==> src/rtl/mem_port_arbiter.sv <==
// Round-robin arbiter/sequencer for the shared fixed-latency memory port; request-to-ack is LATENCY+1 edges.
// No backpressure beyond hold: requests wait until the sequencer returns to IDLE, and each side stalls until its ack pulse.
module mem_port_arbiter #(
    parameter int LATENCY = 16
) (
    input  logic        clock,
    input  logic        reset_n,
    input  logic        req0,
    input  logic        req1,
    input  logic        we0,
    input  logic        we1,
    input  logic        bw0,
    input  logic        bw1,
    input  logic [31:0] addr0,
    input  logic [31:0] addr1,
    input  logic [31:0] wdata0,
    input  logic [31:0] wdata1,
    output logic        ack0,
    output logic        ack1,
    output logic [31:0] rdata,
    output logic        busy,
    output logic        mem_ce_n,
    output logic        mem_oe_n,
    output logic        mem_we_n,
    output logic        mem_bw,
    output logic [31:0] mem_addr,
    output logic [31:0] mem_wdata,
    output logic        mem_wdata_en,
    input  logic [31:0] mem_rdata
);

    localparam int CW = (LATENCY > 1) ? $clog2(LATENCY) : 1;
    localparam logic [CW-1:0] CNT_LOAD = CW'(LATENCY - 1);

    typedef enum logic [1:0] {IDLE, ACCESS, DONE} state_t;

    state_t        state;
    logic [CW-1:0] cnt;
    logic          last_grant;
    logic          owner;
    logic          wr;

    logic          pick1;
    logic          sel_we;

    // Port 1 wins when it is the only requester, or on a tie when port 0 was served last.
    assign pick1  = req1 & (~req0 | ~last_grant);
    assign sel_we = pick1 ? we1 : we0;

    always_ff @(posedge clock or negedge reset_n) begin
        if (!reset_n) begin
            state        <= IDLE;
            cnt          <= '0;
            last_grant   <= 1'b1;
            owner        <= 1'b0;
            wr           <= 1'b0;
            ack0         <= 1'b0;
            ack1         <= 1'b0;
            rdata        <= '0;
            busy         <= 1'b0;
            mem_ce_n     <= 1'b1;
            mem_oe_n     <= 1'b1;
            mem_we_n     <= 1'b1;
            mem_bw       <= 1'b0;
            mem_addr     <= '0;
            mem_wdata    <= '0;
            mem_wdata_en <= 1'b0;
        end else begin
            case (state)
                IDLE: begin
                    if (req0 || req1) begin
                        owner        <= pick1;
                        wr           <= sel_we;
                        mem_addr     <= pick1 ? addr1 : addr0;
                        mem_bw       <= pick1 ? bw1 : bw0;
                        mem_wdata    <= pick1 ? wdata1 : wdata0;
                        cnt          <= CNT_LOAD;
                        busy         <= 1'b1;
                        mem_ce_n     <= 1'b0;
                        mem_oe_n     <= sel_we;
                        mem_we_n     <= ~sel_we;
                        mem_wdata_en <= sel_we;
                        state        <= ACCESS;
                    end
                end
                ACCESS: begin
                    if (cnt != '0) begin
                        cnt <= cnt - 1'b1;
                    end else begin
                        if (!wr) begin
                            rdata <= mem_rdata;
                        end
                        mem_ce_n     <= 1'b1;
                        mem_oe_n     <= 1'b1;
                        mem_we_n     <= 1'b1;
                        mem_wdata_en <= 1'b0;
                        ack0         <= ~owner;
                        ack1         <= owner;
                        state        <= DONE;
                    end
                end
                DONE: begin
                    ack0       <= 1'b0;
                    ack1       <= 1'b0;
                    last_grant <= owner;
                    busy       <= 1'b0;
                    state      <= IDLE;
                end
                default: state <= IDLE;
            endcase
        end
    end

endmodule

==> config.mk <==
export PLATFORM = sky130hd
export DESIGN_NAME = mem_port_arbiter
export DESIGN_NICKNAME = d
export VERILOG_FILES = /design/src/rtl/mem_port_arbiter.sv
export SDC_FILE = /design/constraint.sdc
export NUM_CORES = 1
export LEC_CHECK = 0
export BUFFER_PORTS_ARGS = -buffer_cell sky130_fd_sc_hd__clkbuf_2
export CORE_ASPECT_RATIO = 0.75
export CORE_MARGIN = 4
export CORE_UTILIZATION = 34
export DETAILED_ROUTE_END_ITERATION = 16
export PLACE_DENSITY = 0.74
export SYNTH_ARGS = -nofsm -noshare
export SYNTH_HDL_FRONTEND = slang
export SYNTH_SLANG_ARGS = --single-unit
==> constraint.sdc <==
create_clock -name clock -period 1.9 [get_ports clock]
set_input_delay 0.38 -clock clock [delete_from_list [all_inputs] [get_ports clock]]
set_output_delay 0.38 -clock clock [all_outputs]
set_load 0.1 [all_outputs]
* Word-level counts from Yosys, hierarchy flattened
Cells that the tools add are included.
** Word-level totals
- Output and inout port bits :: 104
- Logic and storage cells :: 68
- Input port bits :: 168
- Register bits after elaboration :: 113
** Operators by class
- Reduce and logical (&&, ||, !) cells :: 13
- Muxes and demuxes :: 25
- Bitwise logic cells :: 8
- Eq/ne operators :: 5
- $add $sub $neg :: 1
** Operators by type and width (count)
- $mux W32 :: 2
- $pmux W1 S2 :: 7
- $mux W1 :: 10
- $reduce_and A3 Y1 :: 3
- $mux W4 :: 2
- $pmux W4 S2 :: 1
- $reduce_and A2 Y1 :: 4
- $ne A2 B2 Y1 const B :: 3
- $not A1 Y1 :: 6
- $reduce_bool A2 Y1 :: 3
- $mux W2 :: 2
- $pmux W2 S2 :: 1
- $reduce_bool A4 Y1 :: 1
- $sub A4 B1 Y4 const B :: 1
- $eq A2 B1 Y1 const B :: 1
- $eq A2 B2 Y1 const B :: 1
- $logic_not A2 Y1 :: 1
- $and A1 B1 Y1 :: 1
- $logic_or A1 B1 Y1 :: 1
- $or A1 B1 Y1 :: 1

* Logic depth before layout (Yosys ltp)
- Depth after elaboration :: 7
- Mapped depth :: 7
- Gate-level depth less buffers :: 7

* Worst setup path after synthesis
Ideal clock, no wire load.
- Path kind :: register to register
- Start :: reg cnt[0]
- End :: reg rdata[0]
- Setup slack :: 146 ps
- Path buffers :: 1
- Clock period less this slack :: 1754 ps
- Data required time :: 1772 ps
- Library setup time :: 128 ps
- Arrival :: 1626 ps
- Cell stages (with the launch flop) :: 8
- Path through :: dfrtp_1 inv_1 ha_1 nor3b_2 nand2_2 nor2_4 buf_6 mux2_1
** Between the ends
- Word-level cells in the longest chain between the ends :: 3
** Ends and longest elaborated chain
- start, declared :: line 38 : logic [CW-1:0] cnt;
- start signal, assigned :: line 88 : cnt <= cnt - 1'b1;
- $reduce_bool A4 Y1 :: line 87 : if (cnt != '0) begin
- $not A1 Y1 (no line)
- $reduce_and A3 Y1 (no line)
- end signal, assigned :: line 91 : rdata <= mem_rdata;
- end, declared :: line 20 : output logic [31:0] rdata,
Every way passes these cells.
A chain may end at the register's enable or synchronous reset.

* Final worst setup path
- Start :: reg cnt[0]
- End :: reg rdata[30]
The elaborated chain is that of the path after synthesis.

==> results.sh <==
export IMPL_grt_busiest_layer="met2"
export IMPL_finalSetupViolations=0
export IMPL_crit_top_cell="buf_12"
export IMPL_critPathMaxStageDelay_ps=410
export IMPL_endpoint="rdata[30]"
export IMPL_path_clk_slew_ps=50
export IMPL_start_kind="flip-flop"
export IMPL_ff2ff_setup_slack_ps=80
export IMPL_clk_path_buf_depth=2
export IMPL_yosys_warnings=0
export IMPL_crit_cells=8
export IMPL_first_pass_iters=4
export IMPL_areaGrowthSynthToFinish_pct=48.0
export IMPL_r2r_start="cnt[0]"
export IMPL_initial_core_util_pct=35.5
export IMPL_hp_start="mem_rdata[22]"
export IMPL_cts_root_buf="clkbuf_16"
export IMPL_synth_ff_latch_count=113
export IMPL_maxCapViolCount=0
export IMPL_met2_usage_pct=25.8
export IMPL_path_delay_family="simple AND/OR/NAND/NOR gates"
export IMPL_setup_tns_ps=0
export IMPL_synth_area_leaders="dfrtp_1 55%, mux2i_1 13%, mux2_1 6.8%"
export IMPL_status="finished clean"
export IMPL_max_slew_margin_pct=36.8
export IMPL_slew_viol_final=0
export IMPL_critical_path_startpoint="cnt[0]"
export IMPL_die_w_um=147
export IMPL_overflow=0
export IMPL_coreArea_um2=14000
export IMPL_drc=0
export IMPL_syn_inst=421
export IMPL_worstSetupEndpointType="flip-flop"
export IMPL_required_ps=2170
export IMPL_crit_buf_inv=3
export IMPL_hold_path_class="primary input to flip-flop"
export IMPL_grt_max_degree=67
export IMPL_critPathSlowestCell="dfrtp_1"
export IMPL_max_freq_mhz=551
export IMPL_fin_nets=880
export IMPL_arrival_ps=2090
export IMPL_antenna_found_initial=0
export IMPL_num_rows=37
export IMPL_htreeDepth=4
export IMPL_netlist_area_um2=4960
export IMPL_finClkSkew_ps=8.96
export IMPL_drive_gt1_share_pct=49.4
export IMPL_crit_type="flip-flop to flip-flop"
export IMPL_drt_iter0_markers=110
export IMPL_vias_per_cell=4.50
export IMPL_path_cells="inv_2 > ha_4 > nor3b_4 > nand2_2 > nor2_4 > buf_12 > buf_12 > mux2_1"
export IMPL_tritoncts="yes"
export IMPL_r2r_cells=8
export IMPL_synth_fp_nets=590
export IMPL_worst_pin_slew_ps=941
export IMPL_numPortBuffers=271
export IMPL_die_height_um=113
export IMPL_hold_viol_final=0
export IMPL_r2r_end="rdata[30]"
export IMPL_vias=4134
export IMPL_dp_hpwl_mm=9.92
export IMPL_dieArea_um2=16600
export IMPL_post_route_min_period_ps=1820
export IMPL_postRouteAntennaNets=0
export IMPL_wirelength_mm=13.2
export IMPL_yosysTopAreaCell="dfrtp_1"
export IMPL_use_met3_pct=4.60
export IMPL_synth_top_area_share_pct=55.0
export IMPL_cts_made_buffers=17
export IMPL_ys_types=35
export IMPL_antenna_cells=0
export IMPL_grtUsageMet1_pct=18.6
export IMPL_grt_first_pass_wirelength_mm=20.6
export IMPL_dp_cells=877
export IMPL_wl_per_cell_um=14.4
export IMPL_gp_congestion=0.777
export IMPL_fin_cells=919
export IMPL_cts_sinks=113
export IMPL_clk_latency_ps=400
export IMPL_cp_max_fo=8
export IMPL_ios=272
export IMPL_nFillCells=1271
export IMPL_ys_seq_area_share_pct=57.1
export IMPL_grt_usage_pct=15.3
export IMPL_finalCritPeriodShare_pct=95.6
export IMPL_grt_pass1_vias=4192
export IMPL_synth_area_per_cell_um2=11.8
==> layer usage <==
layer  vias to the layer above  part of all wire, %
li1                       2040                    -
met1                      1929                   42
met3                        16                  7.0
met4                         0                  1.6
met5                         -                    0
met2                       149                   50
==> cell families after synthesis <==
logic type / count (synthesis) / share of synthesized area, %
AOI/OAI and AO/OA: 84 / 9.36
adders and majority gates: 1 / 0.252
buffers and inverters: 31 / 4.67
DFF: 113 / 57.1
muxes: 98 / 20.6
and+or+nand+nor: 94 / 8.02
==> what timing repair did <==
item,4_1_cts,5_1_grt
gates resized for setup,2,20
cloned,0,3
hold buffers,1,0
endpoints found under the setup margin,2,32
buffers inserted,0,6
hold endpoints to repair,55,0
pin swaps,0,3
==> stage by stage <==
step | hold WS [ps] | cell area (um^2) | setup slack, ps | util [%]
after global placement | 400 | 6580 | 99.5 | 47.0
after detailed placement | 402 | 6580 | 22.7 | 47.0
after global routing | 185 | 7340 | -2.70 | 52.5
final | 196 | 7340 | 84.1 | 52.5
after CTS | 175 | 7150 | 11.4 | 51.1
after floorplan | 84.4 | 4960 | 146 | -
==> synthesized netlist by cell type <==
master and instances:
dfrtp_1 109, o21ai_2 3, nand3_1 2, buf_6 13, nand2_2 1, o21ai_1 63, nand2b_1 3, a32oi_1 1
nor2_4 1, a21boi_1 1, mux2_2 2, nor3_1 3, a21oi_1 1, o21ai_0 8, clkbuf_1 6, a31oi_1 1
or3_1 1, inv_1 4, a211oi_1 1, o32a_1 1, nor3b_2 1, o22a_1 1, nor4b_1 1, nor2b_1 2
a211oi_2 1, dfstp_2 4, mux2_1 30, o21a_1 1, nor2_1 11, buf_4 3, buf_2 5, a2bb2oi_1 1
ha_1 1, mux2i_1 66, nand2_1 68
==> how the worst min path moves through the flow <==
stage	depth (start not counted)	to	slack (ps)
finish	2	rdata[22]	200
global route	2	rdata[31]	180
CTS	2	rdata[11]	170
detailed placement	2	ack0	400
global placement	2	ack0	400
floorplan	0	ack0	80
==> sequential cells by signal, summed over array words and instances, names as in the netlist <==
name and count:
mem_oe_n 1, ack1 1, mem_wdata_en 1, last_grant 1
state 2, mem_bw 1, busy 1, cnt 4
mem_we_n 1, owner 1, rdata 32, mem_ce_n 1
mem_addr 32, wr 1, mem_wdata 32, ack0 1
==> area by class of cell <==
type,count,area [um^2],share of cell area [%]
clock buffer,22,464,6.32
tap,195,244,3.32
sequential,113,2830,38.6
inverter,4,15.0,0.205
multi-input combinational,277,1990,27.1
clock inverter,10,86.3,1.18
timing repair buffer,298,1710,23.3
==> placed cells by master, fill, tap and decap left out, types with 4 or more instances in the layout <==
master,netlist,final
buf_12,0,8
buf_4,3,16
clkbuf_16,0,19
clkbuf_2,0,270
clkinv_2,0,5
dfrtp_1,109,109
dfstp_2,4,4
mux2_1,30,16
mux2_4,0,16
mux2i_1,66,66
nand2_1,68,68
nor2_1,11,11
o21ai_0,8,8
o21ai_1,63,63
Power is left out: the tool's default activity adds up to more than one toggle a clock period on the data nets, which glitch-free logic cannot reach.
